==> src/rtl/adc_capture_pkg.sv <==
// adc_capture_pkg
// Shared definitions for the ADC capture controller: FSM state encoding,
// default widths/timing and the FIFO entry width helper.
package adc_capture_pkg;

    localparam int unsigned DataWDef     = 16;
    localparam int unsigned IdxWDef      = 12;
    localparam int unsigned TConvDef     = 40;
    localparam int unsigned FifoDepthDef = 4;

    typedef enum logic [1:0] {
        StIdle = 2'd0,
        StConv = 2'd1,
        StAcq  = 2'd2,
        StPush = 2'd3
    } cap_state_e;

    // FIFO entry layout is {sof, idx, data}
    function automatic int unsigned entry_width(int unsigned idx_w, int unsigned data_w);
        return 1 + idx_w + data_w;
    endfunction

endpackage

==> src/rtl/adc_sample_fifo.sv <==
// adc_sample_fifo
// Synchronous first-word-fall-through FIFO. rdata always shows the head entry
// (zero while empty). A push while full is accepted only if a pop happens in
// the same cycle.
// Ports:
//   clk, rst_n   clock, asynchronous active-low reset
//   push, wdata  write request and data
//   pop          remove head entry (ignored while empty)
//   rdata        head entry
//   full, empty  occupancy flags
module adc_sample_fifo #(
    parameter int unsigned WIDTH = 29,
    parameter int unsigned DEPTH = 4
) (
    input  logic             clk,
    input  logic             rst_n,
    input  logic             push,
    input  logic             pop,
    input  logic [WIDTH-1:0] wdata,
    output logic [WIDTH-1:0] rdata,
    output logic             full,
    output logic             empty
);

    localparam int unsigned PtrW = $clog2(DEPTH);
    localparam int unsigned CntW = PtrW + 1;

    logic [WIDTH-1:0] mem_q [DEPTH];
    logic [PtrW-1:0]  wptr_q, wptr_d;
    logic [PtrW-1:0]  rptr_q, rptr_d;
    logic [CntW-1:0]  cnt_q, cnt_d;
    logic             do_push, do_pop;

    assign full    = (cnt_q == CntW'(DEPTH));
    assign empty   = (cnt_q == '0);
    assign do_pop  = pop && !empty;
    assign do_push = push && (!full || do_pop);

    // Power-of-two depth: pointers wrap by natural overflow
    always_comb begin
        wptr_d = wptr_q;
        rptr_d = rptr_q;
        cnt_d  = cnt_q;
        if (do_push) wptr_d = wptr_q + PtrW'(1);
        if (do_pop)  rptr_d = rptr_q + PtrW'(1);
        unique case ({do_push, do_pop})
            2'b10:   cnt_d = cnt_q + CntW'(1);
            2'b01:   cnt_d = cnt_q - CntW'(1);
            default: cnt_d = cnt_q;
        endcase
    end

    always_ff @(posedge clk or negedge rst_n) begin
        if (!rst_n) begin
            wptr_q <= '0;
            rptr_q <= '0;
            cnt_q  <= '0;
        end else begin
            wptr_q <= wptr_d;
            rptr_q <= rptr_d;
            cnt_q  <= cnt_d;
        end
    end

    always_ff @(posedge clk) begin
        if (do_push) mem_q[wptr_q] <= wdata;
    end

    assign rdata = empty ? '0 : mem_q[rptr_q];

endmodule

==> src/rtl/adc_capture_ctrl.sv <==
// adc_capture_ctrl
// Takes one ADC sample per scan position once the DAC has written all four
// channels: pulses convert, clocks in one serial word, tags it with the pixel
// index and frame-start flag, and queues it for a valid/ready consumer.
// Ports:
//   rx_spi_sclk_wire      sole clock
//   rst                   asynchronous reset, active-low
//   adc_start             DAC initialised, pixel stream live
//   serial_counter        DAC channel-write count (4 = pixel settled)
//   verti_counter         current scan position
//   loop                  DAC at frame corner, suppresses sampling
//   adc_cnv/cs_n/sck/sdo  ADC convert strobe and 3-wire SPI
//   smp_*                 head-of-FIFO sample stream (valid/ready)
//   ovf_err               sticky: finished sample dropped on full FIFO
//   miss_err              sticky: trigger arrived while busy
module adc_capture_ctrl
    import adc_capture_pkg::*;
#(
    parameter int unsigned DATA_W     = DataWDef,
    parameter int unsigned T_CONV     = TConvDef,
    parameter int unsigned FIFO_DEPTH = FifoDepthDef,
    parameter int unsigned IDX_W      = IdxWDef
) (
    input  logic              rx_spi_sclk_wire,
    input  logic              rst,
    input  logic              adc_start,
    input  logic [3:0]        serial_counter,
    input  logic [31:0]       verti_counter,
    input  logic              loop,
    output logic              adc_cnv,
    output logic              adc_cs_n,
    output logic              adc_sck,
    input  logic              adc_sdo,
    output logic [DATA_W-1:0] smp_data,
    output logic [IDX_W-1:0]  smp_index,
    output logic              smp_sof,
    output logic              smp_valid,
    input  logic              smp_ready,
    output logic              ovf_err,
    output logic              miss_err
);

    localparam int unsigned EntryW   = entry_width(IDX_W, DATA_W);
    localparam int unsigned ConvCntW = $clog2(T_CONV);
    localparam int unsigned BitCntW  = $clog2(2 * DATA_W);

    cap_state_e state_q, state_d;

    logic [2:0]          sync_q;
    logic                trig;
    logic [ConvCntW-1:0] conv_cnt_q, conv_cnt_d;
    logic [BitCntW-1:0]  bit_cnt_q, bit_cnt_d;
    logic [DATA_W-1:0]   shift_q, shift_d;
    logic [IDX_W-1:0]    idx_q, idx_d;
    logic                sof_q, sof_d;
    logic                ovf_q, ovf_d;
    logic                miss_q, miss_d;
    logic                conv_done, acq_done;

    logic              fifo_push, fifo_pop, fifo_full, fifo_empty;
    logic [EntryW-1:0] fifo_wdata, fifo_rdata;

    // sync_q[1] is the synchronised settle flag, sync_q[2] its previous value
    assign trig      = sync_q[1] && !sync_q[2] && adc_start && !loop;
    assign conv_done = (conv_cnt_q == ConvCntW'(T_CONV - 1));
    assign acq_done  = (bit_cnt_q == BitCntW'(2 * DATA_W - 1));

    always_ff @(posedge rx_spi_sclk_wire or negedge rst) begin
        if (!rst) begin
            state_q <= StIdle;
        end else begin
            state_q <= state_d;
        end
    end

    always_comb begin
        state_d = state_q;
        unique case (state_q)
            StIdle:  if (trig) state_d = StConv;
            StConv:  if (conv_done) state_d = StAcq;
            StAcq:   if (acq_done) state_d = StPush;
            StPush:  state_d = StIdle;
            default: state_d = StIdle;
        endcase
    end

    // Decoded from state so reset forces cs_n high and sck low immediately
    always_comb begin
        adc_cnv  = (state_q == StConv);
        adc_cs_n = (state_q != StAcq);
        adc_sck  = (state_q == StAcq) && bit_cnt_q[0];
    end

    always_comb begin
        conv_cnt_d = '0;
        bit_cnt_d  = '0;
        shift_d    = shift_q;
        idx_d      = idx_q;
        sof_d      = sof_q;
        miss_d     = miss_q | (trig && (state_q != StIdle));
        ovf_d      = ovf_q | ((state_q == StPush) && fifo_full && !fifo_pop);

        if (state_q == StConv && !conv_done) conv_cnt_d = conv_cnt_q + ConvCntW'(1);
        if (state_q == StAcq && !acq_done)   bit_cnt_d  = bit_cnt_q + BitCntW'(1);

        // Even half-cycle count: this edge drives sck 0->1, so sample here
        if (state_q == StAcq && !bit_cnt_q[0]) shift_d = {shift_q[DATA_W-2:0], adc_sdo};

        if (state_q == StIdle && trig) begin
            idx_d   = verti_counter[IDX_W-1:0];
            sof_d   = (verti_counter == 32'd0);
            shift_d = '0;
        end
    end

    always_ff @(posedge rx_spi_sclk_wire or negedge rst) begin
        if (!rst) begin
            sync_q     <= '0;
            conv_cnt_q <= '0;
            bit_cnt_q  <= '0;
            shift_q    <= '0;
            idx_q      <= '0;
            sof_q      <= 1'b0;
            ovf_q      <= 1'b0;
            miss_q     <= 1'b0;
        end else begin
            sync_q     <= {sync_q[1:0], (serial_counter == 4'd4)};
            conv_cnt_q <= conv_cnt_d;
            bit_cnt_q  <= bit_cnt_d;
            shift_q    <= shift_d;
            idx_q      <= idx_d;
            sof_q      <= sof_d;
            ovf_q      <= ovf_d;
            miss_q     <= miss_d;
        end
    end

    assign fifo_push  = (state_q == StPush);
    assign fifo_pop   = smp_valid && smp_ready;
    assign fifo_wdata = {sof_q, idx_q, shift_q};

    adc_sample_fifo #(
        .WIDTH (EntryW),
        .DEPTH (FIFO_DEPTH)
    ) u_fifo (
        .clk   (rx_spi_sclk_wire),
        .rst_n (rst),
        .push  (fifo_push),
        .pop   (fifo_pop),
        .wdata (fifo_wdata),
        .rdata (fifo_rdata),
        .full  (fifo_full),
        .empty (fifo_empty)
    );

    assign smp_valid = !fifo_empty;
    assign smp_sof   = fifo_rdata[EntryW-1];
    assign smp_index = fifo_rdata[DATA_W +: IDX_W];
    assign smp_data  = fifo_rdata[DATA_W-1:0];
    assign ovf_err   = ovf_q;
    assign miss_err  = miss_q;

endmodule

==> config.mk <==
export PLATFORM = sky130hd
export DESIGN_NAME = adc_capture_ctrl
export DESIGN_NICKNAME = d
export VERILOG_FILES = /design/src/rtl/adc_capture_pkg.sv /design/src/rtl/adc_sample_fifo.sv /design/src/rtl/adc_capture_ctrl.sv
export SDC_FILE = /design/constraint.sdc
export NUM_CORES = 1
export LEC_CHECK = 0
export ABC_AREA = 0
export BUFFER_PORTS_ARGS = -buffer_cell sky130_fd_sc_hd__buf_4
export CORE_ASPECT_RATIO = 0.6
export CORE_MARGIN = 2
export CORE_UTILIZATION = 49
export DETAILED_ROUTE_END_ITERATION = 10
export HOLD_SLACK_MARGIN = 0.12
export PLACE_DENSITY = 0.73
export SKIP_LAST_GASP = 1
export SLEW_MARGIN = 30
export SYNTH_ARGS = -nofsm -noshare
export SYNTH_HDL_FRONTEND = slang
export SYNTH_SLANG_ARGS = --single-unit
==> constraint.sdc <==
create_clock -name rx_spi_sclk_wire -period 2.6 [get_ports rx_spi_sclk_wire]
set_input_delay 0.39 -clock rx_spi_sclk_wire [delete_from_list [all_inputs] [get_ports rx_spi_sclk_wire]]
set_output_delay 0.39 -clock rx_spi_sclk_wire [all_outputs]
set_load 0.02 [all_outputs]
### After elaboration in Yosys (flattened, before gate mapping)

Memories as Yosys holds them, arrays and structs flattened.
Cells that the tools add are included.

| cells by class | value |
|---|---|
| add/sub/neg operators | 6 |
| multiply operators | 0 |
| div/mod/pow operators | 0 |
| order comparisons | 0 |
| equality and inequality tests | 13 |
| shift-type cells | 0 |
| muxes and demuxes | 12 |
| bitwise operators | 2 |
| reduce and logical (&&, ||, !) cells | 30 |

Operators with widths:

| kind | number |
|---|---|
| logical NOT 32 bit | 1 |
| two-way mux 16 bit | 2 |
| two-way mux 29 bit | 1 |
| logical AND 1 bit | 14 |
| logical NOT 1 bit | 8 |
| case mux 2 bit (4 select lines) | 1 |
| adder 6 x 1 -> 6 bit (second input constant) | 1 |
| equality test 2 bit (second input constant) | 3 |
| equality test 6 bit (second input constant) | 1 |
| two-way mux 2 bit | 3 |
| two-way mux 6 bit | 1 |
| inequality test 2 bit (second input constant) | 3 |
| case mux 3 bit (2 select lines) | 1 |
| nonzero test 2 bit | 3 |
| adder 5 x 1 -> 5 bit (second input constant) | 1 |
| equality test 5 bit (second input constant) | 1 |
| two-way mux 5 bit | 1 |
| adder 2 x 1 -> 2 bit (second input constant) | 2 |
| equality test 2 x 1 -> 1 bit (second input constant) | 2 |
| equality test 4 x 3 -> 1 bit (second input constant) | 1 |
| adder 3 x 1 -> 3 bit (second input constant) | 1 |
| equality test 3 bit (second input constant) | 1 |
| logical NOT 3 bit | 1 |
| AND reduction 3 bit | 1 |
| 6 further kinds | 8 |

| word-level totals | value |
|---|---|
| flip-flop bits (word level) | 54 |
| bits in latches | 0 |
| memory bits (writable) | 116 |
| memory bits (read-only) | 0 |
| output and inout bits | 35 |
| memories kept | 1 |

Memory list:

| memory | words | bits a word | read ports | clocked after memory_dff | wr ports | line | source |
|---|---|---|---|---|---|---|---|
| u_fifo.mem_q | 4 | 29 | 1 | 0 | 1 | adc_sample_fifo.sv:28 | `logic [WIDTH-1:0] mem_q [DEPTH];` |

### Depth between registers and ports, before layout

| logic depth | value |
|---|---|
| depth after elaboration | 8 |
| gate-level depth with buffers | 10 |
| mapped depth without buffers | 9 |

### Cells and area by module

Synthesis repeated with hierarchy kept, for this count alone.

| unflattened totals | value |
|---|---|
| cell total of the unflattened synthesis | 429 |
| area, all modules | 6852.8 um^2 |

Modules (own cells, without submodules):

| module | times used | cells an instance | area each (um^2) | sequential area each (um^2) |
|---|---|---|---|---|
| adc_sample_fifo | 1 | 222 | 4804.6 | 3658.5 |
| adc_capture_ctrl | 1 | 207 | 2048.2 | 1176.1 |

### Worst setup path before layout

No wires, ideal clock.

| path | value |
|---|---|
| path type | register to register |
| start | reg u_fifo.cnt_q[0] |
| end | reg u_fifo.cnt_q[2] |
| data arrival time | 1.982 ns |
| required time | 2.521 ns |
| slack | 0.539 ns |
| stages on the path, launching flop included | 11 |
| buffers on the path | 1 |
| cells stage by stage | dfrtp_1 nor4b_1 nor2b_1 clkbuf_1 inv_1 ha_1 inv_1 fa_1 xor2_1 nor2_1 xor2_1 |

| on the way | value |
|---|---|
| longest elaborated chain between the ends | 8 |
| elaborated cells on any way between the ends | 14 |
| those cells by class | 2 x add/sub; 3 x eq/ne; 1 x mux; 8 x reduce/logical |

RTL lines:

| element | line | source |
|---|---|---|
| from (decl) | adc_sample_fifo.sv:31 | `logic [CntW-1:0] cnt_q, cnt_d;` |
| from (signal assigned) | adc_sample_fifo.sv:61 | `cnt_q <= cnt_d;` |
| logical NOT 3 bit | adc_sample_fifo.sv:35 | `assign empty = (cnt_q == '0);` |
| logical NOT 1 bit | adc_sample_fifo.sv:36, adc_capture_ctrl.sv:156 |  |
| logical AND 1 bit | adc_capture_ctrl.sv:139 | `assign fifo_pop = smp_valid && smp_ready;` |
| logical AND 1 bit | adc_sample_fifo.sv:36 | `assign do_pop = pop && !empty;` |
| logical OR 1 bit | adc_sample_fifo.sv:37 | `assign do_push = push && (!full \|\| do_pop);` |
| logical AND 1 bit | adc_sample_fifo.sv:37 |  |
| equality test 2 x 1 -> 1 bit or equality test 2 bit (tied branches) | adc_sample_fifo.sv:46 | `unique case ({do_push, do_pop})` |
| case mux 3 bit (2 select lines) or nonzero test 2 bit (tied branches) | -- |  |

Parallel ways exist; a longest one is shown, timed or not.
A chain may end at the register's enable or synchronous reset.

### Worst setup path after layout

| path | value |
|---|---|
| start | reg u_fifo.rptr_q[0] |
| end | out smp_data[9] |

| on the way | value |
|---|---|
| longest elaborated chain between the ends | 2 |

RTL lines:

| element | line | source |
|---|---|---|
| from (decl) | adc_sample_fifo.sv:30 | `logic [PtrW-1:0] rptr_q, rptr_d;` |
| from (signal assigned) | adc_sample_fifo.sv:60 | `rptr_q <= rptr_d;` |
| memory read (4 x 29 bit) | -- |  |
| two-way mux 29 bit | adc_sample_fifo.sv:69 | `assign rdata = empty ? '0 : mem_q[rptr_q];` |
| to (decl) | adc_capture_ctrl.sv:34 | `output logic [DATA_W-1:0] smp_data,` |

No other way between the ends.

==> results.md <==
- The number of H-tree levels is 4.
- Routability-driven placement finished with a final weighted congestion of between 0.7 and 0.8.
- The die covers 14900 sq um.
- The setup path with the least slack is of type reg -> out.
- The timing startpoint of the critical path is u_fifo.rptr_q[0].
- The count of buffers inserted at the top-level ports is between 70 and 80.
- The count of nets left with antenna violations once routing finished came out at 0.
- The fraction of final layout cells with drive strength greater than 1 is 28.7%.
- TritonCTS created 17 clock buffers.
- For this design the static power due to leakage is 0.00320 uW.
- The finished cells cover 8170 sq um.
- The clock skew after layout is 7.00 ps.
- The global-route wire length before repair is 20.6 mm.
- The accumulated negative setup slack is 0 ps.
- The overall via count from detail_route is 3729.
- Setup repair after global routing left no endpoint under its margin.
- The first TritonRoute pass finished after 4 iterations.
- The CTS tree is yes.
- The clock-pin transition on the worst setup and hold timing paths is about 70 ps.
- The final period utilization is between 90% and 100%.
- The arrival time at the worst endpoint is 2100 ps.
- The endpoint identified for the worst register-to-register timing path is u_fifo.cnt_q[2].
- The beginning of the worst register-to-register path is u_fifo.cnt_q[0].
- The kind of start point of the critical path is a register.
- Row generation in the floorplan step produced 33 rows.
- For this design, the CTS-stage hold fixing added 3 buffers.
- The count of antenna diodes in the layout is 0.
- The required arrival time at the worst endpoint is ~2200 ps.
- The number of register bits inferred by synthesis is 170.
- The setup check on the worst reg-to-reg path leaves a slack of 270 ps.
- Dividing the detail-routed via count by the number of cells gives about 5.3.
- The maximum clock insertion buffer count is 2.
- In the layout the commonest cells are 116 x edfxtp_1, 86 x buf_4, 73 x nand2_1.
- The clock root buffer is clkbuf_16.
- The endpoint kind of the worst setup timing path is an output port.
- The number of violations of the max-capacitance limit is 0.
- In the global route stage, overall resource usage came out at between 10% and 20%.
- The net count reported at finish is 571.
- The routed design has 12.7 mm of wire.
- For this configuration, the core starts out at a cell density of 50.0%.
- Synthesis instantiated 38 different standard cells from the library.
- The slew at the pin closest to its max-slew limit is 709 ps.
- After clock tree synthesis, the repair step resized 0 gates.
- The commonest non-fill, non-tap cell in the layout is edfxtp_1.
- The number of nets handed over by synthesis was 479.
- The clock reaches the later pin of the worst-skew pair after 420 ps.
- The synthesized netlist occupies a cell area of 6810 sq um.
- The area growth from synthesis to layout is 20.1%.
- The post-detailed-placement half-perimeter wirelength is 8.11 mm.
- The total power density per cell area is 1180 nW/um^2.
- The number of hold violations in the final report came to 0.
- The first-iteration detailed-routing DRC count is 208.
- The worst IR drop on VDD is 0.000545 V.
- The worst pin sits at a relative slew slack of 52.8%.
- The placed instance area is 7590 sq um.
- The startpoint identified for the worst hold timing path is verti_counter[7].
- The largest net degree at the start of global routing is 55.
- The number of I/O pins is 77.
- The total clock sinks is 170.
- The number of global-route vias before repair was between 3k and 4k.
- Yosys mapped a number of flops with a built-in enable equal to 116.
- The die width is about 160 microns.
- The total of endpoints with negative setup slack in the final report is 0.
- In this run the mean area of a mapped cell was between 15 and 20 sq um.
- The post-synthesis sequential area ratio is 71.0%.
- Dividing the detail-routed wire length by the instance count gives 18.0 microns.
- After detailed routing, the number of remaining DRC violations is 0.
- The run finished with clean final reports.
- Along the worst path, the maximum fanout reaches 17.
- The most used flip-flop cell after synthesis is edfxtp_1.
- The number of cells produced by synthesis is between 400 and 500.
- The initial antenna violation count is 0.
- Measured along the y axis, the die boundary spans 95.3 microns.
- The area inside the core boundary is 13600 sq um.
- The total setup buffers inserted after CTS is 0.
- The async set or reset register ratio after synthesis is between 30% and 40%.
- Global routing finished with a remaining overflow of 0.
- Derived from the worst setup path, the maximum achievable clock frequency is roughly 400 MHz.
- The tightest min-delay check is of the in -> reg type.
- The number of pins with negative max-slew slack in the final report is 0.
- The count of yosys warnings during synthesis is 0.
- The depth of the most critical reg-to-reg path is 9.
- In this run the worst setup path terminates at smp_data[9].
- After layout, the minimum clock period comes to 2490 ps.
==> metal layers <==
layer,wire length [microns],part of all wire (%),global-route usage [%],up-vias
met5,0,0,0,-
met4,49,0.39,4.59,0
met3,730,5.7,4.95,5
met2,6150,48,30.0,100
met1,5770,45,26.2,1893
li1,-,-,-,1731
==> cell families after synthesis <==
group	count (synthesis)	synth area share (%)
and+or+nand+nor	147	10.6
DFF	170	71.0
muxes	31	9.96
AOI/OAI and AO/OA	24	2.30
adders and majority gates	13	2.50
xor gates and xnor gates	12	1.54
buffers and inverters	27	2.06
==> flip-flops by register name (all words and copies together) (netlist names) <==
name / count
sync_q: 3
bit_cnt_q: 5
miss_err: 1
u_fifo.rptr_q: 2
state_q: 2
u_fifo.wptr_q: 2
shift_q: 16
u_fifo.mem_q: 116
idx_q: 12
u_fifo.cnt_q: 3
conv_cnt_q: 6
sof_q: 1
ovf_err: 1
==> area by class of cell <==
type                       instances  area [sq um]
inverter                          10          37.5
clock buffer                      18           429
multi-input combinational        227          1830
timing repair buffer              90           696
clock inverter                    14           125
tap                              175           219
sequential                       170          4840
fill                            1026          5450
==> metrics by stage <==
stage | total power [uW] | setup WS, ps | instances | util, % | hold WS [ps]
final | 9660 | 111 | 704 | 60.0 | 171
after global routing | 10200 | 9.05 | 704 | 60.0 | 164
after CTS | 9780 | 58.0 | 704 | 60.0 | 155
after detailed placement | 7420 | 240 | 669 | 55.7 | 353
after global placement | 7280 | 405 | 669 | 55.7 | 338
after floorplan | 6160 | 539 | 424 | - | 94.4
==> power by group <==
group          switching (uW)  internal, uW  total (uW)
sequential                412          3650        4060
combinational            1730          1520        3250
clock                    1030          1320        2350
total                    3170          6490        9660
==> worst min-delay path by stage <==
stage                         to  depth (start not counted)
floorplan           bit_cnt_q[0]                          0
global placement       sync_q[1]                          0
detailed placement     sync_q[1]                          0
CTS                     idx_q[7]                          3
global route            idx_q[3]                          3
finish                  idx_q[7]                          3
==> synthesized netlist by cell type, types with 2 or more instances <==
| master | n | area (sq um) |
|---|---|---|
| a21oi_1 | 16 | 80.1 |
| and2_1 | 39 | 244 |
| buf_2 | 7 | 35.0 |
| buf_4 | 2 | 15.0 |
| buf_6 | 3 | 33.8 |
| clkbuf_1 | 5 | 18.8 |
| dfrtp_1 | 54 | 1350 |
| edfxtp_1 | 116 | 3480 |
| ha_1 | 12 | 150 |
| inv_1 | 10 | 37.5 |
| mux4_2 | 28 | 631 |
| nand2_1 | 73 | 274 |
| nand2b_1 | 2 | 12.5 |
| nand3_1 | 3 | 15.0 |
| nand4_1 | 2 | 12.5 |
| nor2_1 | 11 | 41.3 |
| nor2_2 | 2 | 12.5 |
| nor4_1 | 8 | 50.1 |
| nor4b_1 | 2 | 17.5 |
| xnor2_1 | 6 | 52.6 |
| xor2_1 | 6 | 52.6 |
==> worst max-delay path, stage by stage (launching register included) <==
cell	delay [ps]
dfrtp_2	560
buf_12	240
mux4_2	560
and2_1	180
buf_4	150
Power figures use the tool's default switching activity.
